<file path="config.mk">
export PLATFORM = sky130hd
export DESIGN_NAME = operand_entry
export DESIGN_NICKNAME = d
export VERILOG_FILES = /design/src/rtl/operand_entry.sv
export SDC_FILE = /design/constraint.sdc
export NUM_CORES = 1
export LEC_CHECK = 0
export ABC_AREA = 1
export CAP_MARGIN = 20
export CELL_PAD_IN_SITES_DETAIL_PLACEMENT = 1
export CELL_PAD_IN_SITES_GLOBAL_PLACEMENT = 1
export CORE_MARGIN = 10
export CORE_UTILIZATION = 37
export CTS_CLUSTER_DIAMETER = 50
export CTS_CLUSTER_SIZE = 40
export DETAILED_ROUTE_END_ITERATION = 8
export PLACE_DENSITY = 0.8
export SLEW_MARGIN = 20
export SYNTH_ARGS = -nofsm -noshare
export SYNTH_HDL_FRONTEND = slang
export SYNTH_SLANG_ARGS = --single-unit
</file>
<file path="constraint.sdc">
create_clock -name CLOCK_50 -period 1.8 [get_ports CLOCK_50]
set_input_delay 0.36 -clock CLOCK_50 [delete_from_list [all_inputs] [get_ports CLOCK_50]]
set_output_delay 0.36 -clock CLOCK_50 [all_outputs]
set_load 0.01 [all_outputs]
</file>
<file path="src/rtl/operand_entry.sv">
// operand_entry: front end of the tiny calculator.
// Two 4-bit operands are typed on SW and confirmed with KEY[0] (enter);
// KEY[1] (clear) aborts the entry. Keys are synchronised, optionally
// debounced, edge-detected and fed to a three-state entry FSM.
// Optional feature macro: OPERAND_DEBOUNCE_EN (defined = debounce counters
// built and DEBOUNCE_CYCLES honoured; undefined = synced level used directly).
module operand_entry #(
    parameter int DEBOUNCE_CYCLES = 1000000
) (
    input  logic       CLOCK_50,
    input  logic       RESET,
    input  logic [3:0] SW,
    input  logic [1:0] KEY,
    output logic [3:0] OP_A,
    output logic [3:0] OP_B,
    output logic       OPS_VALID,
    output logic       OPS_STROBE,
    output logic [2:0] LEDG
);

    typedef enum logic [1:0] {
        S_A    = 2'd0,
        S_B    = 2'd1,
        S_DONE = 2'd2
    } state_t;

    logic [1:0] r_sync1;
    logic [1:0] r_sync2;
    logic [1:0] r_fill;
    logic [1:0] r_armed;
    logic [1:0] r_deb_prev;
    logic [1:0] w_deb;
    logic [1:0] w_press;
    logic       w_enter;
    logic       w_clear;

    state_t     r_state;
    state_t     w_next;
    logic [3:0] r_op_a;
    logic [3:0] r_op_b;
    logic       r_valid;
    logic       r_strobe;
    logic [2:0] r_ledg;
    logic       w_valid_next;
    logic       w_strobe_next;
    logic [2:0] w_ledg_next;

    // Two-flop synchroniser for the asynchronous, active-low keys.
    always_ff @(posedge CLOCK_50) begin
        if (RESET) begin
            r_sync1 <= 2'b11;
            r_sync2 <= 2'b11;
        end else begin
            r_sync1 <= KEY;
            r_sync2 <= r_sync1;
        end
    end

    // Counts the edges needed before r_sync2 shows the real key level
    // rather than the values preloaded by reset.
    always_ff @(posedge CLOCK_50) begin
        if (RESET) begin
            r_fill <= 2'd0;
        end else if (r_fill != 2'd2) begin
            r_fill <= r_fill + 2'd1;
        end
    end

`ifdef OPERAND_DEBOUNCE_EN
    localparam int CW = $clog2(DEBOUNCE_CYCLES + 1);

    logic [CW-1:0] r_cnt [2];
    logic [1:0]    r_deb;

    // Per-key debounce: a new level is accepted only after it has been
    // seen for DEBOUNCE_CYCLES consecutive cycles.
    always_ff @(posedge CLOCK_50) begin
        if (RESET) begin
            r_deb <= 2'b11;
            for (int k = 0; k < 2; k++) r_cnt[k] <= '0;
        end else begin
            for (int k = 0; k < 2; k++) begin
                if (r_sync2[k] == r_deb[k]) begin
                    r_cnt[k] <= '0;
                end else if (r_cnt[k] == CW'(DEBOUNCE_CYCLES)) begin
                    r_deb[k] <= r_sync2[k];
                    r_cnt[k] <= '0;
                end else begin
                    r_cnt[k] <= r_cnt[k] + 1'b1;
                end
            end
        end
    end

    assign w_deb = r_deb;
`else
    localparam int unused_debounce_cycles = DEBOUNCE_CYCLES;

    assign w_deb = r_sync2;
`endif

    // A key only becomes eligible to press once it has been seen released
    // after reset, so a key held through reset release is ignored.
    always_ff @(posedge CLOCK_50) begin
        if (RESET) begin
            r_armed <= 2'b00;
        end else begin
            for (int k = 0; k < 2; k++) begin
                if (r_fill == 2'd2 && r_sync2[k] && w_deb[k]) r_armed[k] <= 1'b1;
            end
        end
    end

    // Previous debounced level for 1->0 edge detection.
    always_ff @(posedge CLOCK_50) begin
        if (RESET) r_deb_prev <= 2'b11;
        else       r_deb_prev <= w_deb;
    end

    assign w_press = r_armed & r_deb_prev & ~w_deb;
    assign w_enter = w_press[0];
    assign w_clear = w_press[1];

    // FSM state register.
    always_ff @(posedge CLOCK_50) begin
        if (RESET) r_state <= S_A;
        else       r_state <= w_next;
    end

    // FSM next state: clear beats enter.
    always_comb begin
        w_next = r_state;
        if (w_clear) begin
            w_next = S_A;
        end else if (w_enter) begin
            case (r_state)
                S_A:     w_next = S_B;
                S_B:     w_next = S_DONE;
                S_DONE:  w_next = S_A;
                default: w_next = S_A;
            endcase
        end
    end

    // FSM output decode, computed from the next state so the registered
    // outputs change on the same edge as the state.
    always_comb begin
        w_ledg_next   = 3'b001;
        w_valid_next  = 1'b0;
        w_strobe_next = 1'b0;
        case (w_next)
            S_A:     w_ledg_next = 3'b001;
            S_B:     w_ledg_next = 3'b010;
            S_DONE:  w_ledg_next = 3'b100;
            default: w_ledg_next = 3'b001;
        endcase
        if (w_next == S_DONE) begin
            w_valid_next  = 1'b1;
            w_strobe_next = (r_state != S_DONE);
        end
    end

    // Registered status outputs.
    always_ff @(posedge CLOCK_50) begin
        if (RESET) begin
            r_ledg   <= 3'b001;
            r_valid  <= 1'b0;
            r_strobe <= 1'b0;
        end else begin
            r_ledg   <= w_ledg_next;
            r_valid  <= w_valid_next;
            r_strobe <= w_strobe_next;
        end
    end

    // Operand capture: SW is sampled only on the edge that consumes enter.
    always_ff @(posedge CLOCK_50) begin
        if (RESET || w_clear) begin
            r_op_a <= 4'h0;
            r_op_b <= 4'h0;
        end else if (w_enter) begin
            if (r_state == S_A) r_op_a <= SW;
            if (r_state == S_B) r_op_b <= SW;
        end
    end

    assign OP_A       = r_op_a;
    assign OP_B       = r_op_b;
    assign OPS_VALID  = r_valid;
    assign OPS_STROBE = r_strobe;
    assign LEDG       = r_ledg;

endmodule
</file>
# Word level (Yosys, flattened, before mapping)
# Index checks and enable logic that the tools add are counted.
totals:
  register_bits: 25
  elab_cells: 37
  input_bits: 8
op_classes:
  mux: 5
  eq_ne: 6
  n_bitwise: 4
  n_reduce_logical: 9
  n_addsub: 1
op_table:
  columns: ["cell", "count"]
  rows:
  - ["$pmux W3 S2", 1]
  - ["$and A2 B2 Y2", 2]
  - ["$eq A2 B1 Y1 const B", 2]
  - ["$eq A2 B2 Y1 const B", 2]
  - ["$logic_and A1 B1 Y1", 4]
  - ["$mux W2", 2]
  - ["$ne A2 B2 Y1 const B", 2]
  - ["$pmux W2 S2", 1]
  - ["$reduce_and A2 Y1", 2]
  - ["$add A2 B1 Y2 const B", 1]
  - ["$logic_not A2 Y1", 1]
  - ["$not A2 Y2", 1]
  - ["$reduce_or A2 Y1", 1]
  - ["$logic_or A1 B1 Y1", 1]
  - ["$mux W1", 1]
  - ["$not A1 Y1", 1]

# Logic depth before layout (Yosys ltp)
# Gate-level depths: netlist of the first run.
depth:
  ltp_word: 7
  ltp_mapped: 8
  depth_no_buf: 7

# Worst setup path after synthesis of the first run
# Ideal clock, no wire load.
synth_path:
  path_type: "flip-flop to flip-flop"
  start: "register r_armed[0]"
  end: "register r_ledg[0] (netlist: LEDG[0])"
  stages_incl_launch_ff: 9
  setup_slack_ns: 0.782
  t_arrival_ns: 0.905
  required_time_ns: 1.687
  period_less_slack_ns: 1.018
  path_cell_list: "dfxtp_1 nand2_1 nor2_2 buf_6 nand2_4 nand2_4 nand2_4 nand2_1 nand2_1"
synth_between:
  elab_chain_cells: 6
  elab_cells_between_ends: 7
  cone_classes: "eq/ne: 2; mux: 3; bitwise: 2"
synth_rtl:
  columns: ["element", "line", "source"]
  rows:
  - ["from (decl)", "30", "logic [1:0] r_armed;"]
  - ["from (signal assigned)", "106", "r_armed <= 2'b00;"]
  - ["from (signal, indexed assignment)", "109", "if (r_fill == 2'd2 && r_sync2[k] && w_deb[k]) r_armed[k] <= 1'b1;"]
  - ["$and A2 B2 Y2 (*) (2 in a row)", "120", "assign w_press = r_armed & r_deb_prev & ~w_deb;"]
  - ["$mux W2 (*)", "135", "end else if (w_enter) begin"]
  - ["$mux W2 (*)", "133", "if (w_clear) begin"]
  - ["$eq A2 B2 Y1 or $eq A2 B1 Y1 (tied branches)", "151", "case (w_next)"]
  - ["$pmux W3 S2 (*)", "151", null]
  - ["to (signal assigned)", "170", "r_ledg <= w_ledg_next;"]
  - ["to (decl)", "43", "logic [2:0] r_ledg;"]
# Mark *: on every way between the ends. The rest lies on a longest branch, timed or not.
# A chain may end at the register's enable or synchronous reset.

# Worst setup path in the final report of the first run
layout_path:
  start: "register r_op_b[2] (netlist: OP_B[2])"
  end: "output OP_B[2]"
layout_lines:
  columns: ["element", "line", "source"]
  rows:
  - ["from (decl)", "40", "logic [3:0] r_op_b;"]
  - ["from (signal assigned)", "180", "r_op_b <= 4'h0;"]
  - ["from (signal assigned)", "183", "if (r_state == S_B) r_op_b <= SW;"]
  - ["to (decl)", "15", "output logic [3:0] OP_B,"]
# No word-level cell between the ends.

==> impl_metrics.json, run 1 <==
{
  "switching_share": 0.2353,
  "clock-root-buffer": "sky130_fd_sc_hd__clkbuf_4",
  "crit_type": "register to primary output",
  "post_drt_via_cell_ratio": 4.712,
  "drt_iter0_markers": 9,
  "synthCells": 102,
  "die-height_um": 68.93,
  "share_of_final_layout_standard_cells_stronger_than_drive_strength_1": 0.1920,
  "antenna_found_initial": 0,
  "clockBufferDepth": 2,
  "clock.fmax_mhz": 633.4,
  "post_layout_nonfiller_instances": 153,
  "synthDominantAreaCellType": "sky130_fd_sc_hd__dfxtp_1",
  "mapped_avg_cell_area_um2": 8.685,
  "tritoncts_num_sinks": 24,
  "fp.coreArea_um2": 2255,
  "cp_num_buf_inv": 1,
  "routed-via-count": 721,
  "placed_cells_incl_taps": 149,
  "power_frac_comb": 0.131,
  "final.period_utilization": 0.8771,
  "ys_async_sr_fraction": 0,
  "critical_path.top_delay_family": "buffers and inverters",
  "synth_area_leaders": "sky130_fd_sc_hd__dfxtp_1 (54%), sky130_fd_sc_hd__nand2_1 (8.5%), sky130_fd_sc_hd__a21oi_1 (6.8%)",
  "power.leakage_nw": 0.4637,
  "crit_fanout": 2,
  "synthDominantCellAreaShare": 0.5424,
  "end_of_flow_core_utilization": 0.5155,
  "type_of_destination_of_the_critical_path": "primary output",
  "power.density_cell_area_nw_per_um2": 975.3,
  "cts-htree-levels": 1,
  "power_switching_uw": 266.8,
  "cts_buffers": 3,
  "globalRouteOverflowTotal": 0,
  "worst_ir_drop_vdd_mv": 0.4915,
  "cp.arrival_ps": 1220,
  "ys.flop_type": "sky130_fd_sc_hd__dfxtp_1",
  "synth_warnings": 0,
  "timing_worst_slew_pin_value_ps": 258.0,
  "slew-limit-headroom": 0.8274,
  "synth.cells.most_frequent": "sky130_fd_sc_hd__dfxtp_1 (24), sky130_fd_sc_hd__nand2_1 (20), sky130_fd_sc_hd__a21oi_1 (12)",
  "n_antenna_cell": 0,
  "status": "finished, final reports clean",
  "worst_hold_path_type": "register to register",
  "cp.required_ps": 1440,
  "fp-row-count": 17,
  "ioPinCount": 21,
  "routabilityCongestion": 0.8040,
  "maxSlewViolCount": 0,
  "placement.io_buffers": 20,
  "share_seq_of_total_power": 0.527,
  "ant_nets": 0,
  "setup-violations-final": 0,
  "grt.total_usage": 0.09041,
  "global_route_wire_length_before_repair_um": 3249,
  "grt_max_degree": 15,
  "yosys_register_bits": 24,
  "synth-edff-count": 0,
  "finalWirelength_um": 1892,
  "nets": 135,
  "clkTransAtPathRegs_ps": 130,
  "yosysUniqueCellTypes": 18,
  "grt_pass1_vias": 733,
  "post_cts_hold_buffer_count": 0,
  "floorplan.initialDensity": 0.3929,
  "route.detailed.wl_per_inst_um": 12.37,
  "chipWidth_um": 68.93,
  "worstSetupStartpointType": "register",
  "worst_path_max_delay_cell": "sky130_fd_sc_hd__clkdlybuf4s50_1",
  "clockPowerShare": 0.342,
  "cts_post_setup_buffers_inserted": 0,
  "max_cap_violations": 0,
  "crit_path_cell_trace": "clkdlybuf4s50_1",
  "post_cts_resized": 0,
  "layout-area-overhead-vs-synth_pct": 31.21,
  "detailed_place_hpwl_um": 1550,
  "synthesis.nets": 111,
  "final.setup.tns_ps": 0,
  "clock_insertion_delay_at_the_later_pin_of_the_skew_report_ps": 310,
  "post_synth_instance_area_um2": 885.9,
  "firstDrtPassIters": 2,
  "slowest_delay_ps": 550,
  "synth_most_common_cell": "sky130_fd_sc_hd__dfxtp_1",
  "rsz0062_at_grt": "false",
  "hold_viol": 0,
  "drcViolationCount": 0,
  "fin_skew_ps": 1.235,
  "synth_sequential_area_ratio": 0.5424,
  "min_period_ps": 1579,
  "power_report.internal_total_uw": 866.9,
  "cts_tree": "built",
  "dieArea_um2": 4751
}
==> power by group through the flow <==
stage               Sequential (mW)  Clock [mW]  Combinational (mW)
finish                        0.598       0.387               0.149
global route                  0.604       0.418               0.173
CTS                           0.598       0.399               0.152
detailed placement            0.611           0               0.152
global placement              0.608           0               0.146
floorplan                     0.609           0              0.0978
==> cell families after synthesis <==
family / after synthesis / synth area share
AND/OR/NAND/NOR: 50 / 0.2910
flip-flops: 24 / 0.5424
AO/OA/AOI/OAI: 15 / 0.08899
buffers and inverters: 12 / 0.06355
adder cells (fa/ha/maj): 1 / 0.01412
==> layout make-up <==
cell class | count | area, um2
fill | 275 | 1092
tap | 28 | 35.03
clock buffer | 3 | 22.52
inverter | 10 | 37.54
clock inverter | 1 | 30.03
timing repair buffer | 21 | 207.7
multi-input combinational | 66 | 349.1
sequential | 24 | 480.5
==> registers in the layout, summed over array words and instances (netlist names) <==
signal / count
r_fill: 2
OPS_STROBE: 1
OP_A: 4
r_armed: 2
OP_B: 4
LEDG: 2
r_sync1: 2
r_state: 2
r_sync2: 2
r_deb_prev: 2
OPS_VALID: 1
==> final timing paths <==
| check | start | end | slack [ps] | cells past startpoint |
|---|---|---|---|---|
| worst min-delay path | r_sync1[0]$_SDFF_PP1_ | r_sync2[0]$_SDFF_PP1_ | 430 | 1 |
| worst max-delay path | OP_B[2]$_SDFFE_PP0P_ | OP_B[2] | 220 | 1 |
| worst min register to register | r_sync1[0]$_SDFF_PP1_ | r_sync2[0]$_SDFF_PP1_ | 430 | 1 |
| worst max register to register | r_deb_prev[0]$_SDFF_PP1_ | OPS_STROBE$_SDFF_PP0_ | 610 | 8 |
==> stage by stage <==
stage                     instance area (um2)  power [mW]  setup WS [ps]  hold WS, ps
after floorplan                         885.9      0.7065          782.2        389.5
after global placement                   1110      0.7543          264.2        392.0
after detailed placement                 1110      0.7626          227.8        397.6
after CTS                                1162       1.150          200.7        433.0
after global routing                     1162       1.195          172.7        446.2
final                                    1162       1.134          221.3        427.6
==> cells in the final DEF (no fill, tap or decap), types with 2 or more instances in the layout <==
master	count
sky130_fd_sc_hd__a21oi_1	12
sky130_fd_sc_hd__clkbuf_4	3
sky130_fd_sc_hd__clkdlybuf4s50_1	20
sky130_fd_sc_hd__dfxtp_1	24
sky130_fd_sc_hd__inv_1	6
sky130_fd_sc_hd__inv_2	4
sky130_fd_sc_hd__nand2_1	20
sky130_fd_sc_hd__nand2_2	3
sky130_fd_sc_hd__nand2_4	3
sky130_fd_sc_hd__nand3_1	10
sky130_fd_sc_hd__nor2_1	5
sky130_fd_sc_hd__nor2_2	3
sky130_fd_sc_hd__o21ai_0	2
sky130_fd_sc_hd__or2_2	4
==> routing by layer <==
| layer | vias to the layer above | track usage | share of wire | routed length [um] |
|---|---|---|---|---|
| li1 | 368 | - | - | - |
| met1 | 335 | 0.09502 | 0.42 | 800 |
| met2 | 14 | 0.1621 | 0.50 | 945 |
| met3 | 4 | 0.01932 | 0.057 | 108 |
| met4 | 0 | 0.05172 | 0.020 | 38 |
| met5 | - | 0 | 0 | 0 |
(Power assumes the default switching activity.)
==> run 2, diff against run 1 <==
- HOLD_SLACK_MARGIN: not set -> 0.06
- SETUP_SLACK_MARGIN: not set -> 0.3
==> run 2 against run 1 <==
Effect of this change:
- global-route usage barely moved
- fmax rose by 21%
- combinational power fell by 4%
- register-to-register slack barely moved
- die area did not move
- sequential share of layout area rose by 0.59 points
- wire length barely moved
- sequential power barely moved
- worst setup slack improved by 280 ps
- flip-flop and latch count did not move
- total power fell by 0.84%
- critical path type unchanged
==> impl_metrics.json, run 2 (same netlist as run 1, synthesis figures left out) <==
{
  "status": "finished, final reports clean",
  "share_seq_of_total_power": 0.531,
  "clockBufferDepth": 2,
  "layout-area-overhead-vs-synth_pct": 29.38,
  "slowest_delay_ps": 350,
  "maxSlewViolCount": 0,
  "floorplan.initialDensity": 0.3929,
  "die-height_um": 68.93,
  "globalRouteOverflowTotal": 0,
  "tritoncts_num_sinks": 24,
  "ant_nets": 0,
  "worstSetupStartpointType": "register",
  "grt_pass1_vias": 731,
  "fp-row-count": 17,
  "grt.total_usage": 0.09073,
  "drt_iter0_markers": 9,
  "detailed_place_hpwl_um": 1550,
  "postPlaceCellArea_um2": 1110,
  "pre_cts_ws_ps": 227.8,
  "cp_num_buf_inv": 1,
  "timing.final.ws_setup_ps": 499.3,
  "grt_max_degree": 15,
  "worst_path_max_delay_cell": "sky130_fd_sc_hd__dfxtp_1",
  "chipWidth_um": 68.93,
  "route.detailed.wl_per_inst_um": 12.37,
  "firstDrtPassIters": 4,
  "most_frequent_standard_cell_in_the_layout_excluding_fill_and_tap_cells": "sky130_fd_sc_hd__dfxtp_1",
  "power_frac_comb": 0.127,
  "final_design_area_no_fill_um2": 1146,
  "clkTransAtPathRegs_ps": 130,
  "finalWirelength_um": 1893,
  "fin_skew_ps": 3.633,
  "cp.required_ps": 1440,
  "cts-htree-levels": 1,
  "hold_path_startpoint": "r_sync1[0]$_SDFF_PP1_",
  "drcViolationCount": 0,
  "type_of_destination_of_the_critical_path": "primary output",
  "final.setup.tns_ps": 0,
  "power.leakage_nw": 0.5195,
  "power.density_cell_area_nw_per_um2": 980.8,
  "clockPowerShare": 0.341,
  "critical_path.top_delay_family": "flip-flops",
  "fp.coreArea_um2": 2255,
  "final.period_utilization": 0.7226,
  "power_switching_uw": 262.4,
  "worst_hold_path_type": "register to register",
  "r2r-start": "r_armed[0]$_SDFFE_PP0P_",
  "rsz0062_at_grt": "false",
  "cts_buffers": 3,
  "clock.fmax_mhz": 768.8,
  "placed_cells_incl_taps": 149,
  "post_cts_hold_buffer_count": 0,
  "ioPinCount": 21,
  "slew-limit-headroom": 0.8275,
  "crit_type": "register to primary output",
  "hold_viol": 0,
  "max_cap_violations": 0,
  "crit_path_cell_trace": "dlygate4sd2_1",
  "startpoint_of_the_most_critical_setup_path": "OP_B[2]$_SDFFE_PP0P_",
  "fillCellCount": 279,
  "routabilityCongestion": 0.8040,
  "routed-via-count": 713,
  "cp.arrival_ps": 940,
  "switching_share": 0.2334,
  "min_period_ps": 1301,
  "global_route_wire_length_before_repair_um": 3263,
  "clock-root-buffer": "sky130_fd_sc_hd__clkbuf_4",
  "share_of_final_layout_standard_cells_stronger_than_drive_strength_1": 0.1920,
  "clock_insertion_delay_at_the_later_pin_of_the_skew_report_ps": 310,
  "dieArea_um2": 4751,
  "power_report.internal_total_uw": 861.7,
  "n_antenna_cell": 0,
  "nets": 135,
  "post_drt_via_cell_ratio": 4.660,
  "placement.io_buffers": 20,
  "antenna_found_initial": 0,
  "post_layout_nonfiller_instances": 153,
  "worst_ir_drop_vdd_mv": 0.4893,
  "most_frequent_cells_in_the_layout": "sky130_fd_sc_hd__dfxtp_1 (24), sky130_fd_sc_hd__nand2_1 (20), sky130_fd_sc_hd__dlygate4sd2_1 (13), sky130_fd_sc_hd__a21oi_1 (12), sky130_fd_sc_hd__nand3_1 (10)",
  "timing_worst_slew_pin_value_ps": 257.8,
  "setup-violations-final": 0,
  "cts_tree": "built",
  "crit_fanout": 2
}
run 2: changes by cell type in the layout (fill, tap and decap cells not counted), sizes merged:
cell	before	now
clkdlybuf4s50	20	7
dlygate4sd2	0	13
run 2: metrics by stage:
step           hold slack, ps  utilization  total power [mW]
6_report                428.3       0.5083             1.124
4_1_cts                 433.0       0.5083             1.145
5_1_grt                 446.2       0.5083             1.190
3_5_place_dp            397.6       0.4922            0.7626
3_3_place_gp            392.0       0.4922            0.7543
2_1_floorplan           389.5            -            0.7065
run 2: final timing paths:
check	endpoint	slack (ps)	depth (start not counted)
min reg2reg	r_sync2[0]$_SDFF_PP1_	430	1
min	r_sync2[0]$_SDFF_PP1_	430	1
max	OP_B[2]	500	1
max reg2reg	OPS_STROBE$_SDFF_PP0_	620	8
run 2: area by class of cell:
cell class,instances,area [um2],area share
clock buffer,3,22.52,0.01965
inverter,10,37.54,0.03275
multi-input combinational,66,349.1,0.3046
clock inverter,1,30.03,0.02620
timing repair buffer,21,191.4,0.1670
sequential,24,480.5,0.4192
tap,28,35.03,0.03057
run 2: power by group through the flow:
| stage | sequential (mW) | combinational [mW] | clock (mW) |
|---|---|---|---|
| after floorplan | 0.609 | 0.0978 | 0 |
| after CTS | 0.598 | 0.147 | 0.399 |
| after global placement | 0.608 | 0.146 | 0 |
| final | 0.597 | 0.143 | 0.384 |
| after global routing | 0.603 | 0.168 | 0.418 |
| after detailed placement | 0.611 | 0.152 | 0 |
run 2: what timing repair did:
| action | CTS | global route |
|---|---|---|
| endpoints found under the setup margin | 13 | 0 |
| hold endpoints to repair | 0 | 0 |
| resized for setup | 13 | 0 |
| buffers inserted | 0 | 0 |
run 2: metal layers:
| metal | global-route usage | wire, um | up-vias |
|---|---|---|---|
| met5 | 0 | 0 | - |
| met4 | 0.05172 | 16 | 0 |
| met3 | 0.01932 | 116 | 2 |
| met2 | 0.1621 | 966 | 14 |
| met1 | 0.09594 | 794 | 328 |
| li1 | - | - | 369 |
